<file path="src/rtl/tdm_master_ctrl_if.sv">
// Control/status bus between system control and the TDM master sequencer.
// The master modport is the sequencer's view; slave is the system-control side.
interface tdm_master_ctrl_if #(
  parameter int CNT_W = 16
) ();
  logic             enable_in;
  logic             clear_in;
  logic             audio_valid_in;
  logic             sck_out;
  logic             ws_out;
  logic             frame_start_out;
  logic             busy_out;
  logic [CNT_W-1:0] frame_count_out;
  logic [CNT_W-1:0] miss_count_out;
  logic             error_out;

  modport master (
    input  enable_in,
    input  clear_in,
    input  audio_valid_in,
    output sck_out,
    output ws_out,
    output frame_start_out,
    output busy_out,
    output frame_count_out,
    output miss_count_out,
    output error_out
  );

  modport slave (
    output enable_in,
    output clear_in,
    output audio_valid_in,
    input  sck_out,
    input  ws_out,
    input  frame_start_out,
    input  busy_out,
    input  frame_count_out,
    input  miss_count_out,
    input  error_out
  );
endinterface

</file>
<file path="src/rtl/tdm_master_ctrl.sv">
// TDM bus master: generates SCK/WS from clk_in, starts and stops on frame
// boundaries, and counts completed and missed frames from the receiver's valid pulse.
module tdm_master_ctrl #(
  parameter int SCK_DIV   = 16,
  parameter int SLOTS     = 4,
  parameter int SLOT_BITS = 32,
  parameter int CNT_W     = 16
) (
  input  logic              clk_in,
  input  logic              rst_n_in,
  tdm_master_ctrl_if.master bus
);

  localparam int FRAME_SCK = 1 + SLOTS * SLOT_BITS;
  localparam int BIT_W     = $clog2(FRAME_SCK);
  localparam int DIV_W     = 8;

  localparam logic [DIV_W-1:0] DIV_LAST = DIV_W'(SCK_DIV - 1);
  localparam logic [BIT_W-1:0] BIT_LAST = BIT_W'(FRAME_SCK - 1);
  localparam logic [CNT_W-1:0] CNT_MAX  = {CNT_W{1'b1}};

  typedef enum logic [1:0] {
    ST_IDLE  = 2'd0,
    ST_RUN   = 2'd1,
    ST_DRAIN = 2'd2
  } state_t;

  state_t           state_r, state_s;
  logic [DIV_W-1:0] div_cnt_r, div_cnt_s;
  logic [BIT_W-1:0] bit_cnt_r, bit_cnt_s;
  logic             sck_r, sck_s;
  logic             ws_r, ws_s;
  logic             frame_start_r, frame_start_s;
  logic             busy_r, busy_s;
  logic             seen_valid_r, seen_valid_s;
  logic             complete_s;
  logic [CNT_W-1:0] frame_count_r, frame_count_s;
  logic [CNT_W-1:0] miss_count_r, miss_count_s;
  logic             error_r, error_s;
  logic             div_wrap_s;
  logic             frame_wrap_s;

  function automatic logic [CNT_W-1:0] sat_inc(input logic [CNT_W-1:0] value);
    if (value == CNT_MAX) begin
      return value;
    end else begin
      return value + CNT_W'(1);
    end
  endfunction

  assign div_wrap_s   = (div_cnt_r == DIV_LAST);
  assign frame_wrap_s = (bit_cnt_r == BIT_LAST);

  // Sequencer next state: SCK/WS generation and frame-boundary run/stop decisions.
  always_comb begin
    state_s       = state_r;
    div_cnt_s     = div_cnt_r;
    bit_cnt_s     = bit_cnt_r;
    sck_s         = sck_r;
    ws_s          = ws_r;
    frame_start_s = 1'b0;
    busy_s        = busy_r;
    seen_valid_s  = seen_valid_r;
    complete_s    = 1'b0;
    case (state_r)
      ST_IDLE: begin
        div_cnt_s    = {DIV_W{1'b0}};
        bit_cnt_s    = {BIT_W{1'b0}};
        sck_s        = 1'b0;
        seen_valid_s = 1'b0;
        if (bus.enable_in) begin
          state_s       = ST_RUN;
          ws_s          = 1'b1;
          frame_start_s = 1'b1;
          busy_s        = 1'b1;
        end else begin
          state_s = ST_IDLE;
          ws_s    = 1'b0;
          busy_s  = 1'b0;
        end
      end
      ST_RUN, ST_DRAIN: begin
        busy_s       = 1'b1;
        seen_valid_s = seen_valid_r | bus.audio_valid_in;
        state_s      = bus.enable_in ? ST_RUN : ST_DRAIN;
        if (div_wrap_s) begin
          div_cnt_s = {DIV_W{1'b0}};
          sck_s     = ~sck_r;
          // WS and bit_cnt only move on the falling SCK toggle, keeping WS stable at rising edges.
          if (sck_r) begin
            if (frame_wrap_s) begin
              complete_s   = 1'b1;
              bit_cnt_s    = {BIT_W{1'b0}};
              seen_valid_s = 1'b0;
              if (bus.enable_in) begin
                state_s       = ST_RUN;
                ws_s          = 1'b1;
                frame_start_s = 1'b1;
              end else begin
                state_s = ST_IDLE;
                ws_s    = 1'b0;
                busy_s  = 1'b0;
              end
            end else begin
              bit_cnt_s = bit_cnt_r + BIT_W'(1);
              ws_s      = 1'b0;
            end
          end else begin
            bit_cnt_s = bit_cnt_r;
          end
        end else begin
          div_cnt_s = div_cnt_r + DIV_W'(1);
        end
      end
      default: begin
        state_s      = ST_IDLE;
        div_cnt_s    = {DIV_W{1'b0}};
        bit_cnt_s    = {BIT_W{1'b0}};
        sck_s        = 1'b0;
        ws_s         = 1'b0;
        busy_s       = 1'b0;
        seen_valid_s = 1'b0;
      end
    endcase
  end

  // Status counters; a clear in the completion cycle drops that completion.
  always_comb begin
    frame_count_s = frame_count_r;
    miss_count_s  = miss_count_r;
    error_s       = error_r;
    if (bus.clear_in) begin
      frame_count_s = {CNT_W{1'b0}};
      miss_count_s  = {CNT_W{1'b0}};
      error_s       = 1'b0;
    end else if (complete_s) begin
      frame_count_s = frame_count_r + CNT_W'(1);
      if (!seen_valid_r) begin
        miss_count_s = sat_inc(miss_count_r);
        error_s      = 1'b1;
      end else begin
        miss_count_s = miss_count_r;
        error_s      = error_r;
      end
    end else begin
      frame_count_s = frame_count_r;
    end
  end

  // State and output registers.
  always_ff @(posedge clk_in or negedge rst_n_in) begin
    if (!rst_n_in) begin
      state_r       <= ST_IDLE;
      div_cnt_r     <= {DIV_W{1'b0}};
      bit_cnt_r     <= {BIT_W{1'b0}};
      sck_r         <= 1'b0;
      ws_r          <= 1'b0;
      frame_start_r <= 1'b0;
      busy_r        <= 1'b0;
      seen_valid_r  <= 1'b0;
      frame_count_r <= {CNT_W{1'b0}};
      miss_count_r  <= {CNT_W{1'b0}};
      error_r       <= 1'b0;
    end else begin
      state_r       <= state_s;
      div_cnt_r     <= div_cnt_s;
      bit_cnt_r     <= bit_cnt_s;
      sck_r         <= sck_s;
      ws_r          <= ws_s;
      frame_start_r <= frame_start_s;
      busy_r        <= busy_s;
      seen_valid_r  <= seen_valid_s;
      frame_count_r <= frame_count_s;
      miss_count_r  <= miss_count_s;
      error_r       <= error_s;
    end
  end

  assign bus.sck_out         = sck_r;
  assign bus.ws_out          = ws_r;
  assign bus.frame_start_out = frame_start_r;
  assign bus.busy_out        = busy_r;
  assign bus.frame_count_out = frame_count_r;
  assign bus.miss_count_out  = miss_count_r;
  assign bus.error_out       = error_r;

endmodule

</file>
<file path="src/flat_wrapper.sv">
// flat-port wrapper written by rule: the top's interface ports become plain ports
module tdm_master_ctrl_flat 
#(
  parameter int SCK_DIV   = 16,
  parameter int SLOTS     = 4,
  parameter int SLOT_BITS = 32,
  parameter int CNT_W     = 16
)
  (clk_in, rst_n_in, bus_enable_in, bus_clear_in, bus_audio_valid_in, bus_sck_out, bus_ws_out, bus_frame_start_out, bus_busy_out, bus_frame_count_out, bus_miss_count_out, bus_error_out);
  tdm_master_ctrl_if #(.CNT_W(CNT_W)) bus_i ();
  input  logic clk_in;
  input  logic rst_n_in;
  input wire logic [$bits(bus_i.enable_in)-1:0] bus_enable_in;
  input wire logic [$bits(bus_i.clear_in)-1:0] bus_clear_in;
  input wire logic [$bits(bus_i.audio_valid_in)-1:0] bus_audio_valid_in;
  output wire logic [$bits(bus_i.sck_out)-1:0] bus_sck_out;
  output wire logic [$bits(bus_i.ws_out)-1:0] bus_ws_out;
  output wire logic [$bits(bus_i.frame_start_out)-1:0] bus_frame_start_out;
  output wire logic [$bits(bus_i.busy_out)-1:0] bus_busy_out;
  output wire logic [$bits(bus_i.frame_count_out)-1:0] bus_frame_count_out;
  output wire logic [$bits(bus_i.miss_count_out)-1:0] bus_miss_count_out;
  output wire logic [$bits(bus_i.error_out)-1:0] bus_error_out;
  assign bus_i.enable_in = bus_enable_in;
  assign bus_i.clear_in = bus_clear_in;
  assign bus_i.audio_valid_in = bus_audio_valid_in;
  assign bus_sck_out = bus_i.sck_out;
  assign bus_ws_out = bus_i.ws_out;
  assign bus_frame_start_out = bus_i.frame_start_out;
  assign bus_busy_out = bus_i.busy_out;
  assign bus_frame_count_out = bus_i.frame_count_out;
  assign bus_miss_count_out = bus_i.miss_count_out;
  assign bus_error_out = bus_i.error_out;
  tdm_master_ctrl #(.SCK_DIV(SCK_DIV), .SLOTS(SLOTS), .SLOT_BITS(SLOT_BITS), .CNT_W(CNT_W)) u_core (.clk_in(clk_in), .rst_n_in(rst_n_in), .bus(bus_i));
endmodule
</file>
<file path="config.mk">
export PLATFORM = sky130hd
export DESIGN_NAME = tdm_master_ctrl_flat
export DESIGN_NICKNAME = d
export VERILOG_FILES = /design/src/rtl/tdm_master_ctrl_if.sv /design/src/rtl/tdm_master_ctrl.sv /design/src/flat_wrapper.sv
export SDC_FILE = /design/constraint.sdc
export NUM_CORES = 1
export LEC_CHECK = 0
export CAP_MARGIN = 25
export CORE_MARGIN = 2
export CORE_UTILIZATION = 35
export DETAILED_ROUTE_END_ITERATION = 16
export PLACE_DENSITY_LB_ADDON = 0.05
export SYNTH_ARGS = -nofsm -noshare
export SYNTH_HDL_FRONTEND = slang
export SYNTH_SLANG_ARGS = --single-unit
</file>
<file path="constraint.sdc">
create_clock -name clk_in -period 1.9 [get_ports clk_in]
set_input_delay 0.38 -clock clk_in [delete_from_list [all_inputs] [get_ports clk_in]]
set_output_delay 0.38 -clock clk_in [all_outputs]
set_load 0.03 [all_outputs]
</file>
==> flow_metrics.tcl, run 1 <==
set metrics [dict create \
    outcome "finished with violations" \
    violations "negative setup slack" \
    slew_headroom_pct 66.9 \
    clock.fmax_ghz 0.499 \
    cts_buffer_depth 2 \
    ys_types 44 \
    switching_power_w 0.000894 \
    initial_core_util_pct 36.0 \
    antenna_found_initial 0 \
    rsz0062_at_grt "true" \
    ys_async_sr_fraction_pct 100 \
    clock_skew_ps 5.37 \
    route.met2.wl_mm 3.71 \
    nets 426 \
    crit_chain "or4_4 -> nor4_4 -> nand3_2 -> or4_1 -> a21oi_1" \
    final_common_cell "buf_4" \
    required_ps 2140 \
    maxSlewViolCount 0 \
    syn-instance-count 312 \
    synth.avg_cell_area_um2 9.44 \
    layout-drive-gt1-share_pct 32.0 \
    worstSetupEndpointType "flop" \
    layout_common_cells "buf_4 (54), dfrtp_1 (44), nor2_1 (32)" \
    path_class "reg2reg" \
    synthAdderAreaFrac_pct 2.97 \
    die_y_um 95.7 \
    ant_nets 0 \
    place_congestion 0.769 \
    synth_top_family_by_area "simple AND/OR/NAND/NOR gates" \
    grt_max_degree 25 \
    finalSetupViolCount 10 \
    routed_wl_mm 7.63 \
    tns_ps -394 \
    synth_warnings 0 \
    leakage_nw 2.02 \
    drv_cap 0 \
    placement.io_buffers 41 \
    slowest_stage "or4_4" \
    p_seq_share_pct 45.0 \
    swShare_pct 30.3 \
    min_period_ps 2000 \
    pin_count 42 \
    tightest_slew_ps 496 \
    cp.arrival_ps 2250 \
    setup_ws_ps -105 \
    place_area_mm2 0.00402 \
    vias_per_cell 5.06 \
    synth_edf_count 0 \
    clock_latency_ps 310 \
    vdd_ir_drop_max_mv 0.552 \
    overflow 0 \
    synth-seq-area-share_pct 47.6 \
    grt_pass1_vias 2499 \
    cts_buffers 5 \
    synth.ff_latch_count 56 \
    cts_tree "built" \
    grt_pass1_wl_mm 12.4 \
    synth-compound-area-share_pct 7.99 \
    synth_top_flop_cell "dfrtp_1" \
    pwr-share-clk_pct 31.5 \
    wl_met1_mm 3.62 \
    clkTransAtPathRegs_ps 100 \
    dpl.hpwl_mm 5.53 \
    htreeDepth 2 \
    r2r_slack_ps -100 \
    fin_crit_sh_pct 106 \
    areaGrowthSynthToFinish_pct 51.2 \
    cts-root-buf "clkbuf_8" \
    combPwrFrac_pct 23.5 \
    clock-sinks 56 \
    wl_met3_um 226 \
    syn_area_mm2 0.00294 \
    p_int_w 0.00206 \
    die_w_um 95.7 \
    drt-wirelength-per-cell_um 14.7 \
    powerDensity_mw_per_mm2 663 \
    finalHoldViolations 0 \
    drc 0 \
    core_mm2 0.00818 \
    first_pass_iters 4 \
    synth_simple_gate_area_share_pct 27.5 \
    dp_worst_setup_slack_ps -86.0 \
    fillCellCount 777 \
    cpPeakStageDelay_ps 560 \
    ctsHoldBuffers 0 \
    syn_nets 324 \
    crit_fanout 2 \
    post-route-util_pct 54.5 \
    vias 2633 \
    track_usage_pct 17.3 \
    fin_area_mm2 0.00445 \
    synth_xor_area_share_pct 10.4 \
    n_antenna_cell 0 \
    drtIter0Drc 58 \
    hp-class "in2async" \
    dieArea_mm2 0.00916 \
    synth_mux_area_share_pct 0.340 \
    highest-signal-layer "met4" \
    rows 33 \
    start_kind "flop" \
]
stage by stage:
| step | power, W | hold WS, ps | instances |
|---|---|---|---|
| finish | 0.00295 | 21.8 | 520 |
| detailed placement | 0.00201 | 367 | 505 |
| CTS | 0.00295 | 15.0 | 515 |
| global placement | 0.00201 | 366 | 505 |
| global route | 0.00311 | 31.7 | 520 |
| floorplan | 0.00174 | 84.4 | 312 |
routing by layer:
layer | GRT usage [%] | up-vias
met5 | 0 | -
met4 | 4.64 | 0
met3 | 2.43 | 7
met2 | 27.6 | 34
met1 | 24.6 | 1288
li1 | - | 1304
layout make-up:
| class | count | area [um2] | area share (%) |
|---|---|---|---|
| tap | 105 | 131 | 2.95 |
| inverter | 14 | 52.6 | 1.18 |
| clock inverter | 2 | 60.1 | 1.35 |
| sequential | 56 | 1420 | 31.8 |
| timing repair buffer | 106 | 987 | 22.2 |
| multi-input combinational | 231 | 1730 | 38.9 |
| clock buffer | 6 | 72.6 | 1.63 |
repair_timing:
item                                    in CTS  in global routing
setup buffers                                2                  5
pin swaps                                    8                 30
gates cloned                                 0                  0
endpoints found under the hold margin        0                  0
resized for setup                           11                 52
endpoints found under the setup margin      26                 56
synth_stat cells, drive strengths merged, types with 6 or more instances:
master,count,area share (%)
inv,14,1.8
nor2,34,4.3
o21ai,18,3.1
clkbuf,10,1.3
nor4,13,3.5
nand3,15,2.7
nand2,26,3.3
ha,7,3.0
a21oi,6,1.0
nor3,16,2.7
xor2,11,3.3
xnor2,24,7.1
or4,6,1.8
nand4,13,2.8
dfrtp,56,48
worst paths after layout:
path	start	end	cells past startpoint
worst max register to register	u_core.bit_cnt_r[4]	u_core.bus.frame_count_out[13]	5
worst min register to register	u_core.bus.error_out	u_core.bus.error_out	2
min in group clk_in	u_core.bus.error_out	u_core.bus.error_out	2
max in group asynchronous	rst_n_in	u_core.bus.miss_count_out[0]	2
worst max-delay path	u_core.bit_cnt_r[4]	u_core.bus.frame_count_out[13]	5
worst min-delay path	rst_n_in	u_core.bus.miss_count_out[8]	1
sequential cells by signal, summed over array words and instances, names as in the netlist:
register                    count
u_core.bus.error_out            1
u_core.bus.frame_count_out     16
u_core.seen_valid_r             1
u_core.bus.frame_start_out      1
u_core.bus.miss_count_out      16
u_core.bus.ws_out               1
u_core.bit_cnt_r                8
u_core.bus.sck_out              1
u_core.div_cnt_r                8
u_core.bus.busy_out             1
u_core.state_r                  2
logic make-up after synthesis:
group	Yosys count
flip-flops	56
multiplexers	1
XOR/XNOR	35
AO/OA/AOI/OAI	39
adder cells (fa/ha/maj)	7
AND/OR/NAND/NOR	149
buffers and inverters	25
power groups by stage:
| stage | Combinational [W] | Sequential, W | Clock (W) |
|---|---|---|---|
| after floorplan | 0.000359 | 0.00139 | 0 |
| after global placement | 0.000664 | 0.00134 | 0 |
| after detailed placement | 0.000661 | 0.00135 | 0 |
| after CTS | 0.000664 | 0.00132 | 0.000961 |
| after global routing | 0.000768 | 0.00134 | 0.00100 |
| final | 0.000695 | 0.00133 | 0.000929 |
critical path, delay by kind of cell (launching register included):
family / cells / cell delay [ps]
compound gates: 1 / 130
simple gates: 4 / 1390
flops: 1 / 410
Note: power is estimated with default switching activity, not from simulation.
==> inputs of run 2 (changes only) <==
Settings changed: MAX_ROUTING_LAYER set to met4.
==> run 2 against run 1 <==
The run still ends with negative setup slack left. Die area is the same. Clock skew increased by 2.7 ps. Flip-flop and latch count is the same. Combinational power about the same. Wire length is 0.28% lower. Maximum frequency increased by 0.35%. Critical path depth did not move. Largest cell class unchanged. Sequential power barely moved. Final area increased by 0.17%. Via count is 0.42% lower. Worst setup slack better by 7.1 ps. Utilization grew 0.092 points.
==> flow_metrics.tcl, run 2 (synthesis gave the netlist of run 1 again) <==
set metrics [dict create \
    outcome "finished with violations" \
    violations "negative setup slack" \
    areaGrowthSynthToFinish_pct 51.5 \
    worstSetupEndpointType "flop" \
    overflow 0 \
    final_common_cell "buf_4" \
    hp-class "in2async" \
    drv_cap 0 \
    htreeDepth 2 \
    drtIter0Drc 64 \
    drc 0 \
    leakage_nw 2.02 \
    die_y_um 95.7 \
    clock-sinks 56 \
    place_congestion 0.780 \
    cts-root-buf "clkbuf_8" \
    busiest_layer "met2" \
    clkTransAtPathRegs_ps 100 \
    dp_worst_setup_slack_ps -86.0 \
    grt_pass1_wl_mm 12.4 \
    setup_ws_ps -97.8 \
    die_w_um 95.7 \
    powerDensity_mw_per_mm2 660 \
    cpLargestDelayFamily "simple AND/OR/NAND/NOR gates" \
    cp.arrival_ps 2240 \
    placement.io_buffers 41 \
    use_met1_pct 24.6 \
    initial_core_util_pct 36.0 \
    slowest_stage "or4_4" \
    grt_util_met2_pct 27.6 \
    antenna_found_initial 0 \
    clock.fmax_ghz 0.501 \
    cts_buffers 5 \
    finalHoldViolations 0 \
    vias 2622 \
    fin_crit_sh_pct 105 \
    dieArea_mm2 0.00916 \
    rows 33 \
    grt_pass1_vias 2493 \
    crit_fanout 3 \
    tns_ps -324 \
    tightest_slew_ps 493 \
    maxSlewViolCount 0 \
    layout-drive-gt1-share_pct 32.2 \
    core_mm2 0.00818 \
    drt-wirelength-per-cell_um 14.6 \
    r2r_slack_ps -100 \
    pin_count 42 \
    dpl.hpwl_mm 5.53 \
    cts_buffer_depth 2 \
    rsz0062_at_grt "true" \
    path_buf_inv 0 \
    routed_wl_mm 7.61 \
    nets 427 \
    min_period_ps 2000 \
    slew_headroom_pct 67.1 \
    cpPeakStageDelay_ps 540 \
    cts_tree "built" \
    start_kind "flop" \
    grt_max_degree 25 \
    layout_common_cells "buf_4 (55), dfrtp_1 (44), nor2_1 (32)" \
    crit_chain "or4_4 -> nor4_4 -> nand3_2 -> or4_1 -> a21oi_1" \
    n_antenna_cell 0 \
    required_ps 2140 \
    first_pass_iters 4 \
    track_usage_pct 17.8 \
    clock_skew_ps 8.04 \
    path_class "reg2reg" \
    finalSetupViolCount 8 \
    clock_latency_ps 310 \
    globalRouteMet3Util_pct 2.43 \
    vias_per_cell 5.03 \
    ant_nets 0 \
    vdd_ir_drop_max_mv 0.552 \
]
## run 2: repair_timing
action                     4_1_cts  5_1_grt
pin swaps                        8       30
gates resized for setup         11       52
setup endpoints to repair       26       56
gates cloned                     0        0
hold buffers                     0        0
buffers inserted                 2        6
## run 2: final cells by class
type | instances | area [um2]
Tap cell | 105 | 131
Inverter | 14 | 52.6
Clock buffer | 6 | 72.6
Timing Repair Buffer | 107 | 995
Multi-Input combinational cell | 231 | 1730
Fill cell | 777 | 3720
Clock inverter | 2 | 60.1
Sequential cell | 56 | 1420
## run 2: report_power, final
group / leakage, nW / switching, W / internal [W]
clock: 0.0654 / 0.000397 / 0.000527
sequential: 0.754 / 0.0000596 / 0.00127
combinational: 1.20 / 0.000430 / 0.000262
total: 2.02 / 0.000887 / 0.00206
## run 2: metrics by stage
step | total power [W] | hold slack, ps | utilization, % | instance area (um2) | instances
5_1_grt | 0.00311 | 31.8 | 54.5 | 4460 | 521
3_5_place_dp | 0.00201 | 367 | 49.2 | 4020 | 505
6_report | 0.00294 | 20.9 | 54.5 | 4460 | 521
3_3_place_gp | 0.00201 | 366 | 49.2 | 4020 | 505
4_1_cts | 0.00295 | 15.0 | 51.6 | 4220 | 515
2_1_floorplan | 0.00174 | 84.4 | - | 3080 | 312
## run 2: routing by layer
metal  vias up  wire [um]
met3         7        221
met5         -          0
li1       1305          -
met4         0         78
met2        32       3690
met1      1278       3620
## run 2: worst paths after layout
check / start / endpoint / cells past startpoint
setup / recovery: u_core.bit_cnt_r[3] / u_core.bus.frame_count_out[13] / 5
hold / removal: rst_n_in / u_core.bus.miss_count_out[8] / 1
setup reg to reg: u_core.bit_cnt_r[3] / u_core.bus.frame_count_out[13] / 5
hold reg to reg: u_core.bus.error_out / u_core.bus.error_out / 2
max in group asynchronous: rst_n_in / u_core.bus.miss_count_out[0] / 2
min in group clk_in: u_core.bus.error_out / u_core.bus.error_out / 2
